File: src/rtl/freq_ctrl_pkg.sv
// Shared definitions for the frequency-meter measurement sequencer.
//   state_t    : sequencer states
//   RANGE_*    : gate-time range codes (1 s, 100 ms, 10 ms, 1 ms)
//   gate_len() : gate length in clock cycles for a given range
package freq_ctrl_pkg;

    typedef enum logic [2:0] {
        ST_IDLE,
        ST_CLEAR,
        ST_GATE,
        ST_SETTLE,
        ST_LATCH
    } state_t;

    localparam logic [1:0] RANGE_1S    = 2'd0;
    localparam logic [1:0] RANGE_100MS = 2'd1;
    localparam logic [1:0] RANGE_10MS  = 2'd2;
    localparam logic [1:0] RANGE_1MS   = 2'd3;

    // Gate length is CLK_HZ / 10^r cycles.
    function automatic int gate_len(input int clk_hz, input logic [1:0] r);
        case (r)
            RANGE_1S:    return clk_hz;
            RANGE_100MS: return clk_hz / 10;
            RANGE_10MS:  return clk_hz / 100;
            default:     return clk_hz / 1000;
        endcase
    endfunction

endpackage

File: src/rtl/gate_timer.sv
// Loadable down-counter shared by the CLEAR, GATE and SETTLE phases.
//   clock, reset_n : clock, synchronous active-low reset
//   load           : start a new count from load_val (wins over counting)
//   load_val       : first count value; the phase lasts load_val+1 cycles
//   done           : high in the cycle the running count sits at zero
module gate_timer #(
    parameter int W = 16
) (
    input  logic         clock,
    input  logic         reset_n,
    input  logic         load,
    input  logic [W-1:0] load_val,
    output logic         done
);

    logic [W-1:0] count_reg;
    logic         busy_reg;

    always_ff @(posedge clock) begin
        if (!reset_n) begin
            count_reg <= '0;
            busy_reg  <= 1'b0;
        end else if (load) begin
            count_reg <= load_val;
            busy_reg  <= 1'b1;
        end else if (busy_reg) begin
            // Stop at zero instead of wrapping; done then falls.
            if (count_reg == '0) begin
                busy_reg <= 1'b0;
            end else begin
                count_reg <= count_reg - W'(1);
            end
        end
    end

    assign done = busy_reg && (count_reg == '0);

endmodule

File: src/rtl/freq_gate_ctrl.sv
// Measurement sequencer for the TTL frequency meter: clears the BCD counter
// chain, opens a timed gate, waits for the chain to settle, latches the count
// and auto-ranges the gate time.
//   clock, reset_n : clock, synchronous active-low reset
//   run            : 1 = measure continuously, 0 = stop/abort
//   auto_range     : 1 = automatic range, 0 = range_sel
//   range_sel      : manual range 0..3
//   bcd_in         : counter chain digits, overflow_in : top-digit carry
//   clear, enable  : counter chain clear and gate
//   result_bcd, range, over_range, result_valid : published measurement
module freq_gate_ctrl
    import freq_ctrl_pkg::*;
#(
    parameter int CLK_HZ        = 50_000_000,
    parameter int CLEAR_CYCLES  = 4,
    parameter int SETTLE_CYCLES = 16
) (
    input  logic        clock,
    input  logic        reset_n,
    input  logic        run,
    input  logic        auto_range,
    input  logic [1:0]  range_sel,
    input  logic [23:0] bcd_in,
    input  logic        overflow_in,
    output logic        clear,
    output logic        enable,
    output logic [23:0] result_bcd,
    output logic [1:0]  range,
    output logic        result_valid,
    output logic        over_range
);

    localparam int TW = $clog2(CLK_HZ + 1);

    state_t     state_reg;
    logic [1:0] active_reg;   // range of the measurement in progress
    logic [1:0] auto_reg;     // range the auto-ranger will use next
    logic       sticky_reg;   // overflow seen during GATE or SETTLE

    logic [1:0]    sel_range;
    logic          timer_load;
    logic [TW-1:0] timer_val;
    logic          timer_done;

    assign sel_range = auto_range ? auto_reg : range_sel;

    // The timer is loaded on the same edge that enters the next timed phase,
    // so every phase lasts exactly load_val+1 cycles.
    always_comb begin
        timer_load = 1'b0;
        timer_val  = '0;
        case (state_reg)
            ST_IDLE: begin
                if (run) begin
                    timer_load = 1'b1;
                    timer_val  = TW'(CLEAR_CYCLES - 1);
                end
            end
            ST_CLEAR: begin
                if (run && timer_done) begin
                    timer_load = 1'b1;
                    timer_val  = TW'(gate_len(CLK_HZ, sel_range) - 1);
                end
            end
            ST_GATE: begin
                if (run && timer_done) begin
                    timer_load = 1'b1;
                    timer_val  = TW'(SETTLE_CYCLES - 1);
                end
            end
            ST_LATCH: begin
                if (run) begin
                    timer_load = 1'b1;
                    timer_val  = TW'(CLEAR_CYCLES - 1);
                end
            end
            default: ;
        endcase
    end

    gate_timer #(
        .W(TW)
    ) u_timer (
        .clock   (clock),
        .reset_n (reset_n),
        .load    (timer_load),
        .load_val(timer_val),
        .done    (timer_done)
    );

    always_ff @(posedge clock) begin
        if (!reset_n) begin
            state_reg    <= ST_IDLE;
            active_reg   <= RANGE_1S;
            auto_reg     <= RANGE_1S;
            sticky_reg   <= 1'b0;
            clear        <= 1'b1;
            enable       <= 1'b0;
            result_bcd   <= '0;
            range        <= RANGE_1S;
            result_valid <= 1'b0;
            over_range   <= 1'b0;
        end else begin
            result_valid <= 1'b0;
            case (state_reg)
                ST_IDLE: begin
                    clear  <= 1'b1;
                    enable <= 1'b0;
                    if (run) begin
                        state_reg <= ST_CLEAR;
                    end
                end
                ST_CLEAR: begin
                    sticky_reg <= 1'b0;
                    // Tracked every cycle; the value of the last CLEAR cycle
                    // is the one the gate length was computed from.
                    active_reg <= sel_range;
                    if (!run) begin
                        state_reg <= ST_IDLE;
                    end else if (timer_done) begin
                        state_reg <= ST_GATE;
                        clear     <= 1'b0;
                        enable    <= 1'b1;
                    end
                end
                ST_GATE: begin
                    if (overflow_in) begin
                        sticky_reg <= 1'b1;
                    end
                    if (!run) begin
                        state_reg <= ST_IDLE;
                        enable    <= 1'b0;
                        clear     <= 1'b1;
                    end else if (timer_done) begin
                        state_reg <= ST_SETTLE;
                        enable    <= 1'b0;
                    end
                end
                ST_SETTLE: begin
                    if (overflow_in) begin
                        sticky_reg <= 1'b1;
                    end
                    if (!run) begin
                        state_reg <= ST_IDLE;
                        clear     <= 1'b1;
                    end else if (timer_done) begin
                        state_reg <= ST_LATCH;
                    end
                end
                ST_LATCH: begin
                    if (sticky_reg && auto_range && active_reg != RANGE_1MS) begin
                        // Too many counts: retry with a shorter gate, no publish.
                        auto_reg <= active_reg + 2'd1;
                    end else begin
                        result_valid <= 1'b1;
                        result_bcd   <= bcd_in;
                        range        <= active_reg;
                        over_range   <= sticky_reg;
                        // Leading digit unused: next gate is ten times longer.
                        if (!sticky_reg && auto_range && bcd_in[23:20] == 4'd0 &&
                            active_reg != RANGE_1S) begin
                            auto_reg <= active_reg - 2'd1;
                        end
                    end
                    clear     <= 1'b1;
                    enable    <= 1'b0;
                    state_reg <= run ? ST_CLEAR : ST_IDLE;
                end
                default: begin
                    state_reg <= ST_IDLE;
                    clear     <= 1'b1;
                    enable    <= 1'b0;
                end
            endcase
        end
    end

endmodule

File: config.mk
export PLATFORM = sky130hd
export DESIGN_NAME = freq_gate_ctrl
export DESIGN_NICKNAME = d
export VERILOG_FILES = /design/src/rtl/freq_ctrl_pkg.sv /design/src/rtl/gate_timer.sv /design/src/rtl/freq_gate_ctrl.sv
export SDC_FILE = /design/constraint.sdc
export NUM_CORES = 1
export LEC_CHECK = 0
export ABC_AREA = 1
export CAP_MARGIN = 20
export CORE_AREA = 5 5 98 100
export CTS_CLUSTER_DIAMETER = 100
export DETAILED_ROUTE_END_ITERATION = 12
export DIE_AREA = 0 0 103 105
export PLACE_DENSITY = 0.68
export SLEW_MARGIN = 25
export SYNTH_ARGS = -nofsm -noshare
export SYNTH_HDL_FRONTEND = slang
export SYNTH_HIERARCHICAL = 1
export SYNTH_SLANG_ARGS = --single-unit
File: constraint.sdc
create_clock -name clock -period 3.35 [get_ports clock]
set_clock_uncertainty 0.15 [all_clocks]
set_input_delay 0.335 -clock clock [delete_from_list [all_inputs] [get_ports clock]]
set_output_delay 0.335 -clock clock [all_outputs]
set_load 0.02 [all_outputs]
* Word-level counts from Yosys, hierarchy flattened *
Index checks and enable logic that the tools add are counted.

storage, ports and cells
  register bits after elaboration = 65
  input bits = 31
  output and inout port bits = 30
  word-level logic and storage cells = 100

cells by class
  $add $sub $neg = 4
  eq/ne operators = 16
  mux-type cells = 39
  bitwise operators = 2
  reductions and logical operators = 27

operators by type and width
  kind                     number
  $mux W26                 6
  $pmux W26 S3             2
  $logic_not A26 Y1        1
  $sub A26 B1 Y26 const B  1
  $sub A26 B2 Y26 const B  1
  $mux W3                  7
  $pmux W3 S5              1
  $mux W1                  14
  $ne A2 B2 Y1 const B     6
  $reduce_and A2 Y1        5
  $ne A3 B3 Y1 const B     3
  $mux W2                  4
  $reduce_and A4 Y1        2
  $reduce_bool A2 Y1       4
  $logic_and A1 B1 Y1      7
  $eq A3 B2 Y1 const B     2
  $pmux W1 S2              3
  $reduce_or A2 Y1         3
  $logic_not A4 Y1         1
  $mux W4                  1
  $eq A3 B1 Y1 const B     1
  $eq A3 B3 Y1 const B     1
  $logic_not A3 Y1         1
  $pmux W1 S3              1
  other kinds (9)          10

* Longest topological paths before layout *
  depth in word-level cells = 9
  mapped depth = 21
  mapped depth without buffers = 19

* By module *
Netlist, hierarchy kept.

modules (own cells, without submodules)
  module          times used  cells an instance  area an instance (um^2)
  gate_timer      1           349                1993.2
  freq_gate_ctrl  1           243                1767.9

* Least setup slack after synthesis *
Ideal clock, no wire load.

  path type = register to register
  start point = reg u_timer.count_reg[0]
  end point = reg u_timer.count_reg[6]
  setup time = 0.134 ns
  data arrival time = 2.686 ns
  data required time = 3.066 ns
  path slack = 0.380 ns
  stages on the path, launching flop included = 22
  path buffers = 2
  period minus slack after synthesis = 2.970 ns
  cell sequence = dfxtp_1 > inv_1 > ha_1 > nand2_1 > nor2_1 > nand2_1 > nor2_1 > nand3b_1 > nor3_1 > nand2_1 > inv_1 > nand3_1 > inv_1 > a21oi_1 > nand2_1 > clkbuf_1 > inv_1 > clkbuf_1 > nand3_1 > nand2_1 > nand2_1 > a21oi_1

on the way
  longest elaborated chain between the ends = 7
  elaborated cells between the ends (all ways) = 14
  classes of those cells = 1 x add/sub; 1 x eq/ne; 7 x mux; 5 x reduce/logical

RTL lines
  what                                                                        line                                        RTL
  start, declared                                                             gate_timer.sv:16                            logic [W-1:0] count_reg;
  start signal, assigned                                                      gate_timer.sv:24                            count_reg <= load_val;
  start signal, assigned                                                      gate_timer.sv:31                            count_reg <= count_reg - W'(1);
  $logic_not A26 Y1 (*)                                                       gate_timer.sv:36                            assign done = busy_reg && (count_reg == '0);
  $logic_and A1 B1 Y1 (*)                                                     gate_timer.sv:36
  named net timer_done                                                        freq_gate_ctrl.sv:43                        logic timer_done;
  $logic_and A1 B1 Y1 (*)                                                     freq_gate_ctrl.sv:60, freq_gate_ctrl.sv:66
  $mux W1 (*)                                                                 freq_gate_ctrl.sv:60, freq_gate_ctrl.sv:66
  $pmux W1 S2 (*)                                                             freq_gate_ctrl.sv:52                        case (state_reg)
  named net timer_load                                                        freq_gate_ctrl.sv:41                        logic timer_load;
  $ne A2 B2 Y1 (no source line) / $reduce_bool A2 Y1 (equally long branches)  -
  $reduce_and A2 Y1 (no source line)                                          -

Mark *: on every way through the listed nets, which the timed path passes. The rest lies on a longest branch. The select of a mux whose other input is x is not followed.
A chain may end at the register's enable or synchronous reset.

* Final worst setup path *
  start point = reg u_timer.count_reg[0]
  end point = reg u_timer.count_reg[13]

The elaborated chain is that of the path after synthesis.

==> impl.org <==
** Floorplanning
- I/O pin count :: 61
- From bottom edge to top edge, the die measures 105 microns.
- Core Box Area :: 8590 sq um
- The floorplan step set the die width to 103 microns.
- The initialized floorplan defines 34 standard-cell rows.
- The floorplan step defined a die boundary enclosing 10800 sq um.
- Once the floorplan was initialized, standard cells occupied 43.8% of the core.

** Route
- Average wire per standard cell :: 13.8 microns
- Wires add up to 10600 microns.
- Vias per std cell :: 5.20
- Count of vias placed by the detailed router :: 3990
- Final routed DRC violation total :: 0
- Post-route ant nets :: 0
- Drt first pass iters :: 5
- Violation count after the first detailed-route iteration :: 152

** Finish
- Leaving out fill and tap cells, the most frequent cell in the layout is sky130_fd_sc_hd__nand2_1.
- # diodes :: 0
- For this run, the number of standard cells in the final layout without fillers is 768.
- Signed area change from the synthesized netlist to the final layout :: 24.5%
- For this run, the post-layout net count is 696.
- The post-route netlist has 8.94% of its cells at a drive strength greater than 1.
- Commonest non-fill, non-tap cells in the layout :: 149 x sky130_fd_sc_hd__nand2_1, 107 x sky130_fd_sc_hd__nor2_1, 65 x sky130_fd_sc_hd__dfxtp_1
- The register with the most flip-flops in the layout has 26 of them.

** Clocking
- H-tree levels :: 3
- The tree built by TritonCTS fans out to 65 sinks.
- Clock tree from TritonCTS :: done
- Hold repair after CTS inserted 0 buffers.
- CTS max path bufs :: 2
- The clock reaches the later pin of the worst-skew pair after 0.35 ns.
- Clock-pin slew reported for the worst setup and hold paths after clock tree synthesis :: 0.07 ns
- Clock tree synthesis selected as its root buffer the cell sky130_fd_sc_hd__clkbuf_8.
- CTS buffer count :: 9

** Yosys
- Yosys reg bits :: 65
- Yosys top cell by area :: sky130_fd_sc_hd__dfxtp_1
- After synthesis, the cell types taking the most area are sky130_fd_sc_hd__dfxtp_1 35%, sky130_fd_sc_hd__nand2_1 15%, sky130_fd_sc_hd__nor2_1 11%.
- Post-synth design cell area :: 3760 sq um
- Of the synthesized area, sequential elements account for 34.6%.
- Mapped Avg Cell Area :: 6.35 sq um
- Warnings from Yosys :: 6
- Number of unique standard cell types used by synthesis :: 35
- Area share of the leading cell type in the synthesized netlist :: 34.6%
- Counting every net in the synthesized netlist gives 632.
- Number of cells produced by synthesis :: 592

** Run
- Max-cap violations :: 0

** Timing
- The number of failing hold endpoints at the final stage came to 0.
- The worst path uses 91.6% of the clock period.
- The routed design could run at a clock period as short as 3.07 ns.
- Slew Limit Headroom :: 56.5%
- For the pin with the worst max-slew slack, the measured transition is 0.651 ns.
- For this run, the top clock speed supported by timing is 0.326 GHz.
- The final count of pins violating max slew is 0.
- Adding up every negative setup slack in the final design gives 0 ns.
- Setup violations remaining at the end of the flow were counted as 0.

** Global route
- Met1 Usage GRT :: 24.6%
- Global routing usage on met3 :: 7.46%
- First-pass GRT wire length :: 17900 microns
- The via count of the first global-routing pass came to 3904.
- Global routing consumed, on the met2 layer, 32.6% of the routing resources.
- Antenna violations before repair :: 0
- Global-route layer with the greatest usage :: met2
- Global route total overflow :: 0
- Global routing consumed, over all layers together, 20.3% of the routing resources.
- Entering global routing, the biggest net connects 30 pins.

** Hold path
- In this run the worst hold path is classified as flip-flop to flip-flop.
- Along the worst hold path, the cell count comes to 2.

** Power
- In this run switching power makes up 37.3% of total power.
- The analysis attributes to net switching a power of 0.867 mW.
- Portion of total power attributed to the clock network :: 29.2%
- Internal power comes to 1.46 mW.
- Share of total power in combinational logic :: 33.4%
- For this design the ratio of total power to cell area is 497 nW/um^2.
- Per report_power, the sequential group accounts for 37.3% of the total.
- Static Leakage :: 2.14 nW
- The design draws 2.33 mW.
- IR analysis of the VDD net gives a maximum drop of 207 uV.

** Placed design
- After detailed placement, the design holds a cell count of 747.
- In this run the tool buffered the top-level ports with 60 buffer cells.
- Placer congestion estimate :: 0.880
- The HPWL after detailed placement is 7590 microns.

** Worst setup path
- In this run the worst path has a maximum fanout of 15.
- Data arrival at the endpoint of the critical path :: 3.13 ns
- STA puts the critical path data required time at 3.41 ns.
- Crit path launch type :: flip-flop
- The worst register-to-register path has a depth of 20.
- Worst setup path category :: flip-flop to flip-flop
- The worst setup path is captured at a flip-flop.

** Status
- The flow ran to the end, and the final reports show no timing, DRC or antenna violations.
-- final cells by class --
class	instances	area, sq um
Fill cell	882	3910
Tap cell	108	135
Clock inverter	3	40.0
Timing Repair Buffer	72	694
Clock buffer	12	155
Sequential cell	65	1300
Multi-Input combinational cell	449	2130
Inverter	59	228
-- per-stage QoR --
step           hold slack [ns]  setup slack, ns  instance area (sq um)  utilization [%]
6_report                 0.336            0.281                   4680             54.5
2_1_floorplan            0.301            0.380                   3760                -
5_1_grt                  0.365          -0.0264                   4680             54.5
3_5_place_dp             0.317          -0.0693                   4420             51.4
4_1_cts                  0.338            0.139                   4650             54.1
3_3_place_gp             0.308           0.0915                   4420             51.4
-- kinds of logic (layout without fill, tap and decap cells) --
logic type	after synthesis	in the layout	share of synthesized area (%)
compound gates	98	98	14.2
other cells	1	1	0.0997
xor+xnor	1	1	0.233
buf+inv	79	146	9.38
simple gates	339	340	38.5
fa+ha+maj	9	9	2.99
flops	65	65	34.6
-- layer usage --
layer,vias up,wire [microns]
met5,-,0
met1,1819,4440
met4,0,211
met2,139,4920
met3,21,1060
li1,2011,-
-- cells in the mapped netlist, drive strengths merged --
cell	count
dfxtp	65
or2	1
xor2	1
nor2	117
ha	9
a21o	1
clkinv	1
a21oi	41
o21ai	55
and2	1
nor4	1
nand3	46
nand3b	2
buf	11
conb	1
nand2	157
inv	58
nor3	4
o21bai	1
nand4	9
and3	1
clkbuf	9
-- timing repair --
item,CTS,global route
endpoints found under the setup margin,14,27
cloned,1,0
pin swaps,1,0
buffers inserted,3,2
gates resized for setup,1,7
-- worst max-delay path, stage by stage, from the launching register on --
cell and delay, ns:
sky130_fd_sc_hd__dfxtp_1 0.33, sky130_fd_sc_hd__inv_1 0.10, sky130_fd_sc_hd__ha_1 0.24, sky130_fd_sc_hd__nand2_1 0.07
sky130_fd_sc_hd__nor2_1 0.12, sky130_fd_sc_hd__nand2_1 0.08, sky130_fd_sc_hd__nor2_1 0.12, sky130_fd_sc_hd__nand3b_1 0.16
sky130_fd_sc_hd__nor3_4 0.18, sky130_fd_sc_hd__nand2_1 0.11, sky130_fd_sc_hd__inv_2 0.11, sky130_fd_sc_hd__nand3_1 0.10
sky130_fd_sc_hd__inv_1 0.09, sky130_fd_sc_hd__a21oi_1 0.08, sky130_fd_sc_hd__nand2_2 0.13, sky130_fd_sc_hd__clkinvlp_4 0.16
sky130_fd_sc_hd__buf_4 0.18, sky130_fd_sc_hd__nand2_4 0.15, sky130_fd_sc_hd__inv_4 0.11, sky130_fd_sc_hd__nand2_1 0.09
sky130_fd_sc_hd__a21oi_1 0.07
-- worst paths after layout --
kind,from,endpoint,slack (ns)
setup / recovery,u_timer/count_reg[0]$_SDFFE_PN0P_,u_timer/count_reg[13]$_SDFFE_PN0P_,0.28
hold / removal,over_range$_SDFFE_PN0P_,over_range$_SDFFE_PN0P_,0.34
setup reg to reg,u_timer/count_reg[0]$_SDFFE_PN0P_,u_timer/count_reg[13]$_SDFFE_PN0P_,0.28
hold reg to reg,over_range$_SDFFE_PN0P_,over_range$_SDFFE_PN0P_,0.34
-- power by group through the flow --
stage                     Combinational, mW  Sequential [mW]  Clock, mW
after floorplan                       0.562            0.867          0
after global placement                0.727            0.881          0
after detailed placement              0.741            0.883          0
after CTS                             0.756            0.866      0.694
after global routing                  0.865            0.874      0.731
final                                 0.778            0.868      0.680
(Power assumes the default switching activity.)
